$ cat config.mk
export PLATFORM = sky130hd
export DESIGN_NAME = demapper
export DESIGN_NICKNAME = d
export VERILOG_FILES = /design/src/rtl/demapper.sv
export SDC_FILE = /design/constraint.sdc
export NUM_CORES = 1
export LEC_CHECK = 0
export ABC_AREA = 1
export CORE_UTILIZATION = 40
export DETAILED_ROUTE_END_ITERATION = 12
export PLACE_DENSITY = 0.59
export SLEW_MARGIN = 25
export SYNTH_ARGS = -nofsm -noshare
export SYNTH_HDL_FRONTEND = slang
export SYNTH_SLANG_ARGS = --single-unit
export TNS_END_PERCENT = 5
$ cat constraint.sdc
create_clock -name i_clk -period 3.9 [get_ports i_clk]
set_input_delay 0.78 -clock i_clk [delete_from_list [all_inputs] [get_ports i_clk]]
set_output_delay 0.78 -clock i_clk [all_outputs]
set_load 0.01 [all_outputs]
$ cat src/rtl/demapper.sv
// Receive-side frame demapper: acquires and tracks frame alignment on the line byte
// stream and buffers the valid payload bytes for a valid/ready byte consumer.
module demapper #(
    parameter int          FRAME_LEN  = 64,
    parameter int          OH_LEN     = 4,
    parameter logic [7:0]  FAS0       = 8'hF6,
    parameter logic [7:0]  FAS1       = 8'h28,
    parameter int          LOF_THRESH = 3,
    parameter int          BUF_DEPTH  = 64,
    localparam int         BUF_AW     = $clog2(BUF_DEPTH)
) (
    input  logic       i_clk,
    input  logic       i_rst,
    input  logic [7:0] i_frame_data,
    input  logic       i_frame_data_valid,
    input  logic       i_frame_data_fas,
    output logic [7:0] o_pyld_data,
    output logic       o_pyld_data_valid,
    input  logic       i_pyld_data_ready,
    output logic       o_in_frame,
    output logic       o_lof,
    output logic       o_ovf
);

    localparam int         POS_W    = $clog2(FRAME_LEN);
    localparam int         BAD_W    = $clog2(LOF_THRESH + 1);
    localparam int         CNT_W    = BUF_AW + 1;
    localparam logic [7:0] PAY_MAX  = 8'(FRAME_LEN - OH_LEN);

    typedef enum logic [1:0] {
        ST_HUNT = 2'd0,
        ST_FAS2 = 2'd1,
        ST_SYNC = 2'd2
    } state_t;

    // Handshake: a payload byte transfers on every clock edge where
    // o_pyld_data_valid and i_pyld_data_ready are both high; the line side has no
    // backpressure and i_frame_data_valid simply qualifies each line byte.

    state_t             state_q, state_d;
    logic [POS_W-1:0]   pos_q;
    logic [BAD_W-1:0]   bad_cnt_q;
    logic               frame_bad_q;
    logic [7:0]         n_q;
    logic               lof_q;
    logic               ovf_q;

    logic               at_pos0, at_pos1, at_pos2, at_pay;
    logic               fas1_bad;
    logic               lof_hit;
    logic [7:0]         idx;
    logic               lof_set;
    logic               wr_req;

    logic [7:0]         mem [BUF_DEPTH];
    logic [BUF_AW-1:0]  wr_ptr_q, rd_ptr_q;
    logic [CNT_W-1:0]   count_q;
    logic               full, push, pop;

    assign at_pos0  = (pos_q == POS_W'(0));
    assign at_pos1  = (pos_q == POS_W'(1));
    assign at_pos2  = (pos_q == POS_W'(2));
    assign at_pay   = (pos_q >= POS_W'(OH_LEN));
    assign idx      = 8'(pos_q) - 8'(OH_LEN);
    // The frame is judged on both FAS bytes; pos1 carries the verdict.
    assign fas1_bad = frame_bad_q | (i_frame_data != FAS1);
    assign lof_hit  = at_pos1 && fas1_bad && (bad_cnt_q == BAD_W'(LOF_THRESH - 1));

    // State register
    always_ff @(posedge i_clk or posedge i_rst) begin
        if (i_rst) state_q <= ST_HUNT;
        else       state_q <= state_d;
    end

    // Next-state logic
    always_comb begin
        state_d = state_q;
        if (i_frame_data_valid) begin
            case (state_q)
                ST_HUNT: if (i_frame_data_fas && i_frame_data == FAS0) state_d = ST_FAS2;
                ST_FAS2: state_d = (i_frame_data == FAS1) ? ST_SYNC : ST_HUNT;
                ST_SYNC: if (lof_hit) state_d = ST_HUNT;
                default: state_d = ST_HUNT;
            endcase
        end
    end

    // Output logic
    always_comb begin
        o_in_frame = (state_q == ST_SYNC);
        lof_set    = i_frame_data_valid && (state_q == ST_SYNC) && lof_hit;
        wr_req     = i_frame_data_valid && (state_q == ST_SYNC) && at_pay
                     && !frame_bad_q && (idx < n_q);
    end

    // Frame position, FAS verdict and payload length tracking
    always_ff @(posedge i_clk or posedge i_rst) begin
        if (i_rst) begin
            pos_q       <= '0;
            bad_cnt_q   <= '0;
            frame_bad_q <= 1'b0;
            n_q         <= '0;
        end else if (i_frame_data_valid) begin
            if (state_q == ST_FAS2 && i_frame_data == FAS1) begin
                pos_q       <= POS_W'(2);
                bad_cnt_q   <= '0;
                frame_bad_q <= 1'b0;
            end else if (state_q == ST_SYNC) begin
                pos_q <= (pos_q == POS_W'(FRAME_LEN - 1)) ? '0 : pos_q + POS_W'(1);
                if (at_pos0) frame_bad_q <= (i_frame_data != FAS0);
                if (at_pos1) begin
                    frame_bad_q <= fas1_bad;
                    if (!fas1_bad)    bad_cnt_q <= '0;
                    else if (lof_hit) bad_cnt_q <= '0;
                    else              bad_cnt_q <= bad_cnt_q + BAD_W'(1);
                end
                if (at_pos2) n_q <= (i_frame_data > PAY_MAX) ? PAY_MAX : i_frame_data;
            end
        end
    end

    always_ff @(posedge i_clk or posedge i_rst) begin
        if (i_rst) lof_q <= 1'b0;
        else       lof_q <= lof_set;
    end
    assign o_lof = lof_q;

    // Payload FIFO: a pop in the same cycle frees the slot for a push when full
    assign o_pyld_data_valid = (count_q != '0);
    assign full              = (count_q == CNT_W'(BUF_DEPTH));
    assign pop               = o_pyld_data_valid && i_pyld_data_ready;
    assign push              = wr_req && (!full || pop);
    assign o_pyld_data       = o_pyld_data_valid ? mem[rd_ptr_q] : 8'h00;

    always_ff @(posedge i_clk) begin
        if (push) mem[wr_ptr_q] <= i_frame_data;
    end

    always_ff @(posedge i_clk or posedge i_rst) begin
        if (i_rst) begin
            wr_ptr_q <= '0;
            rd_ptr_q <= '0;
            count_q  <= '0;
            ovf_q    <= 1'b0;
        end else begin
            if (push) wr_ptr_q <= wr_ptr_q + BUF_AW'(1);
            if (pop)  rd_ptr_q <= rd_ptr_q + BUF_AW'(1);
            case ({push, pop})
                2'b10:   count_q <= count_q + CNT_W'(1);
                2'b01:   count_q <= count_q - CNT_W'(1);
                default: count_q <= count_q;
            endcase
            if (wr_req && full && !pop) ovf_q <= 1'b1;
        end
    end
    assign o_ovf = ovf_q;

endmodule
==> summary.md <==
| Metric | Value |
|---|---|
| R2R cell count | `22` |
| Type of the worst min-delay path | `flop to flop` |
| Worst R2R Setup Slack | `0.49 ns` |
| Placed insts | `3152` |
| Die W | `248 um` |
| DP Wirelength | `39.9 mm` |
| Violated checks | `setup timing` |
| Top delay family on crit path | `buffers and inverters` |
| Drt initial violations | `1523` |
| Worst r2r dst | `count_q[6]$_DFFE_PP0P_` |
| Yosys reg bits | `552` |
| Layout overhead on the synthesized area | `14.7%` |
| CP max-delay cell | `clkdlybuf4s50_1` |
| Clock buffer depth | `3` |
| Root Buffer Master | `clkbuf_16` |
| Worst-path fanout max | `42` |
| Num CTS Buffers | `56` |
| Avg Vias per Cell | `5.16` |
| Routed vias | `16800` |
| CTS sink count | `552` |
| Setup Viol. Count Final | `2` |
| CP Class | `flop to primary output` |
| Slew Limit Fails | `0` |
| WL met2 | `30.5 mm` |
| IO Pins | `25` |
| Worst Path Required | `3.12 ns` |
| Top sig layer | `met4` |
| Tcrit/Tclk final | `1.01` |
| RR Startpoint | `pos_q[2]$_DFFE_PP0P_` |
| Mapped Area | `0.0243 mm2` |
| Gpl congestion | `0.841` |
| Metal-1 WL | `27.8 mm` |
| Worst path max stage delay | `0.59 ns` |
| Detail Route Antenna Nets | `0` |
| Placeable Area | `0.0595 mm2` |
| Mapped Cells | `2347` |
| Commonest non-fill, non-tap cell in the layout | `nand2_1` |
| Routed length on met3 | `3.71 mm` |
| Hold path depth | `2` |
| Initial core utilization | `0.408` |
| Worst slew pin tran | `0.876 ns` |
| Crit path time final | `3.96 ns` |
| Worst Setup End Kind | `primary output` |
| N_diodes | `0` |
| Unique masters post-synth | `40` |
| Clock skew | `0.0218 ns` |
| Worst-skew pair later-pin latency | `0.62 ns` |
| Pre-Repair DR Iteration Count | `6` |
| Synth Warn # | `0` |
| RSZ-0062 raised after global routing | `yes` |
| Finished Layout Cells | `3254` |
| Gr usage total | `0.212` |
| Slew HR | `0.416` |
| Pre-CTS setup slack | `0.314 ns` |
| Startpoint types | `flop` |
| Vias in the first global route | `16400` |
| Largest net degree at the start of global routing | `70` |
| Worst path bufs/invs | `3` |
| Die height | `248 um` |
| Status | `finished with violations` |
| PD cells | `652 mW/mm2` |
| Worst Hold Path EP | `n_q[0]$_DFFE_PP0P_` |
| Port Buf Inserts | `24` |
| Total gr overflow | `0` |
| H-tree depth | `2` |
| Drt wl/cell | `19.7 um` |
| Cell Rows | `89` |
| Sequential-to-total area share from yosys stat | `0.675` |
| Drt total wl | `64.2 mm` |
| Layout Nets | `2470` |
| TritonCTS clock tree | `done` |
| Fmax | `253 MHz` |
| Layout cells sized above 1 | `0.0955` |
| Syn avg cell area | `10.3 um2` |
| CP Data Arrival Time | `3.18 ns` |
| Global-route wire length before repair | `97.6 mm` |
| Critical path cell sequence | `buf_12 > buf_12 > nor2_1 > nor2_1 > o21ai_0 > nand3_1 > nand3_1 > nand2_1 > nand3_1 > a21oi_2 > clkdlybuf4s50_1` |
| Leakage dissipation | `11.1 nW` |
| Initial antenna violation count | `2` |
| Final-layout fill cell count | `5479` |
| Worst min-delay path startpoint | `n_q[0]$_DFFE_PP0P_` |
| Most frequent cells in the layout | `684 x nand2_1, 512 x edfxtp_1, 291 x nand3_1, 238 x inv_1, 198 x nor2_1` |
| Hold Fails Final Rpt | `0` |
| Die area | `0.0616 mm2` |
| Max rail drop VDD | `0.000426 V` |
| Clock transition at path regs | `0.06 ns` |
| Fin worst setup slack | `-0.0573 ns` |
| Max Cap Viol | `0` |
| Most frequent CP cell | `nand3_1` |
| Mapped Nets | `2380` |
| Postcts setup bufs | `0` |
| DR DRC count | `0` |
==> registers in the layout (all words and copies together) (netlist names) <==
name / cells
count_q: 7
frame_bad_q: 1
bad_cnt_q: 2
o_lof: 1
mem: 512
n_q: 8
state_q: 2
rd_ptr_q: 6
o_ovf: 1
wr_ptr_q: 6
pos_q: 6
==> synthesized netlist by cell type <==
library cell / instances / area [um2]
o21ai_1: 8 / 40.0
nand3_2: 4 / 40.0
and3_1: 8 / 50.1
a21o_1: 1 / 7.51
and2_1: 1 / 6.26
a31o_2: 1 / 8.76
clkinv_1: 3 / 11.3
nor2_4: 1 / 11.3
nor4_2: 1 / 12.5
o21a_1: 2 / 15.0
nand2_1: 686 / 2570
nor4_1: 3 / 18.8
edfxtp_1: 512 / 15400
buf_2: 56 / 280
inv_2: 8 / 30.0
o22ai_1: 3 / 18.8
nand3b_1: 1 / 7.51
nand4_1: 10 / 62.6
nor3_1: 32 / 160
a21oi_1: 39 / 195
nor2_2: 1 / 6.26
clkbuf_1: 33 / 124
o21ai_0: 85 / 425
o21bai_1: 1 / 7.51
buf_4: 3 / 22.5
o2111ai_1: 2 / 17.5
nor2_1: 205 / 769
xor2_1: 15 / 131
buf_6: 3 / 33.8
xnor2_1: 4 / 35.0
dfrtp_1: 40 / 1000
nand4_2: 1 / 12.5
buf_1: 14 / 52.6
ha_1: 20 / 250
nor3_2: 6 / 60.1
a31oi_1: 1 / 6.26
nand3_1: 291 / 1460
inv_1: 240 / 901
or2_1: 1 / 6.26
o31ai_1: 1 / 7.51
==> power breakdown <==
part	switching [mW]	total, mW	internal (mW)
Combinational	4.24	6.25	2.01
Clock	2.22	5.21	2.99
Sequential	0.126	6.67	6.55
==> how the worst max path moves through the flow <==
stage,startpoint,endpoint,cells after the start
3_5_place_dp,i_frame_data_valid,count_q[6]$_DFFE_PP0P_,20
6_report,rd_ptr_q[0]$_DFFE_PP0P_,o_pyld_data[1],11
5_1_grt,rd_ptr_q[0]$_DFFE_PP0P_,o_pyld_data[1],11
3_3_place_gp,i_frame_data_valid,count_q[6]$_DFFE_PP0P_,20
4_1_cts,rd_ptr_q[0]$_DFFE_PP0P_,o_pyld_data[1],11
2_1_floorplan,pos_q[2]$_DFFE_PP0P_,count_q[6]$_DFFE_PP0P_,24
==> worst min-delay path, cell delays in order, from the launching register on <==
cell and delay (ns):
dfrtp_1 0.35, nand2_1 0.06, o31ai_1 0.06
==> area by class of cell <==
class / count / area, um2 / area share
clock inverter: 27 / 233 / 0.00837
clock buffer: 75 / 1530 / 0.0548
multi-input combinational: 1435 / 6470 / 0.233
timing repair buffer: 141 / 1290 / 0.0464
tap: 773 / 967 / 0.0348
inverter: 251 / 952 / 0.0342
sequential: 552 / 16400 / 0.589
==> cells by family (layout without fill, tap and decap cells) <==
group                      after synthesis  count (layout)  share of synthesized area
buffers and inverters                  360             494                     0.0600
and+or+nand+nor                       1252            1252                      0.217
adders and majority gates               20              20                     0.0103
DFF                                    552             552                      0.675
AOI/OAI and AO/OA                      144             144                     0.0309
xor gates and xnor gates                19              19                    0.00686
==> per-stage QoR <==
stage	instance area, um2	hold WS, ns	utilization	TNS (ns)	power [mW]
6_report	27800	0.501	0.468	-0.0831	18.1
5_1_grt	27800	0.546	0.468	-0.448	19.1
4_1_cts	27800	0.491	0.467	-0.252	18.2
3_5_place_dp	26000	0.476	0.437	0	13.0
3_3_place_gp	26000	0.476	0.437	0	13.0
2_1_floorplan	24300	0.452	-	0	10.5
==> layer usage <==
metal	global-route usage	up-vias
met5	0	-
met4	0.0811	0
met3	0.0267	108
met2	0.349	478
met1	0.285	8181
li1	-	8019
==> repair_timing <==
| action | CTS | global route |
|---|---|---|
| hold buffers | 0 | 0 |
| gates resized for setup | 18 | 6 |
| endpoints found under the setup margin | 8 | 5 |
| gates cloned | 0 | 0 |
No activity file was read; power rests on OpenSTA's default activity.
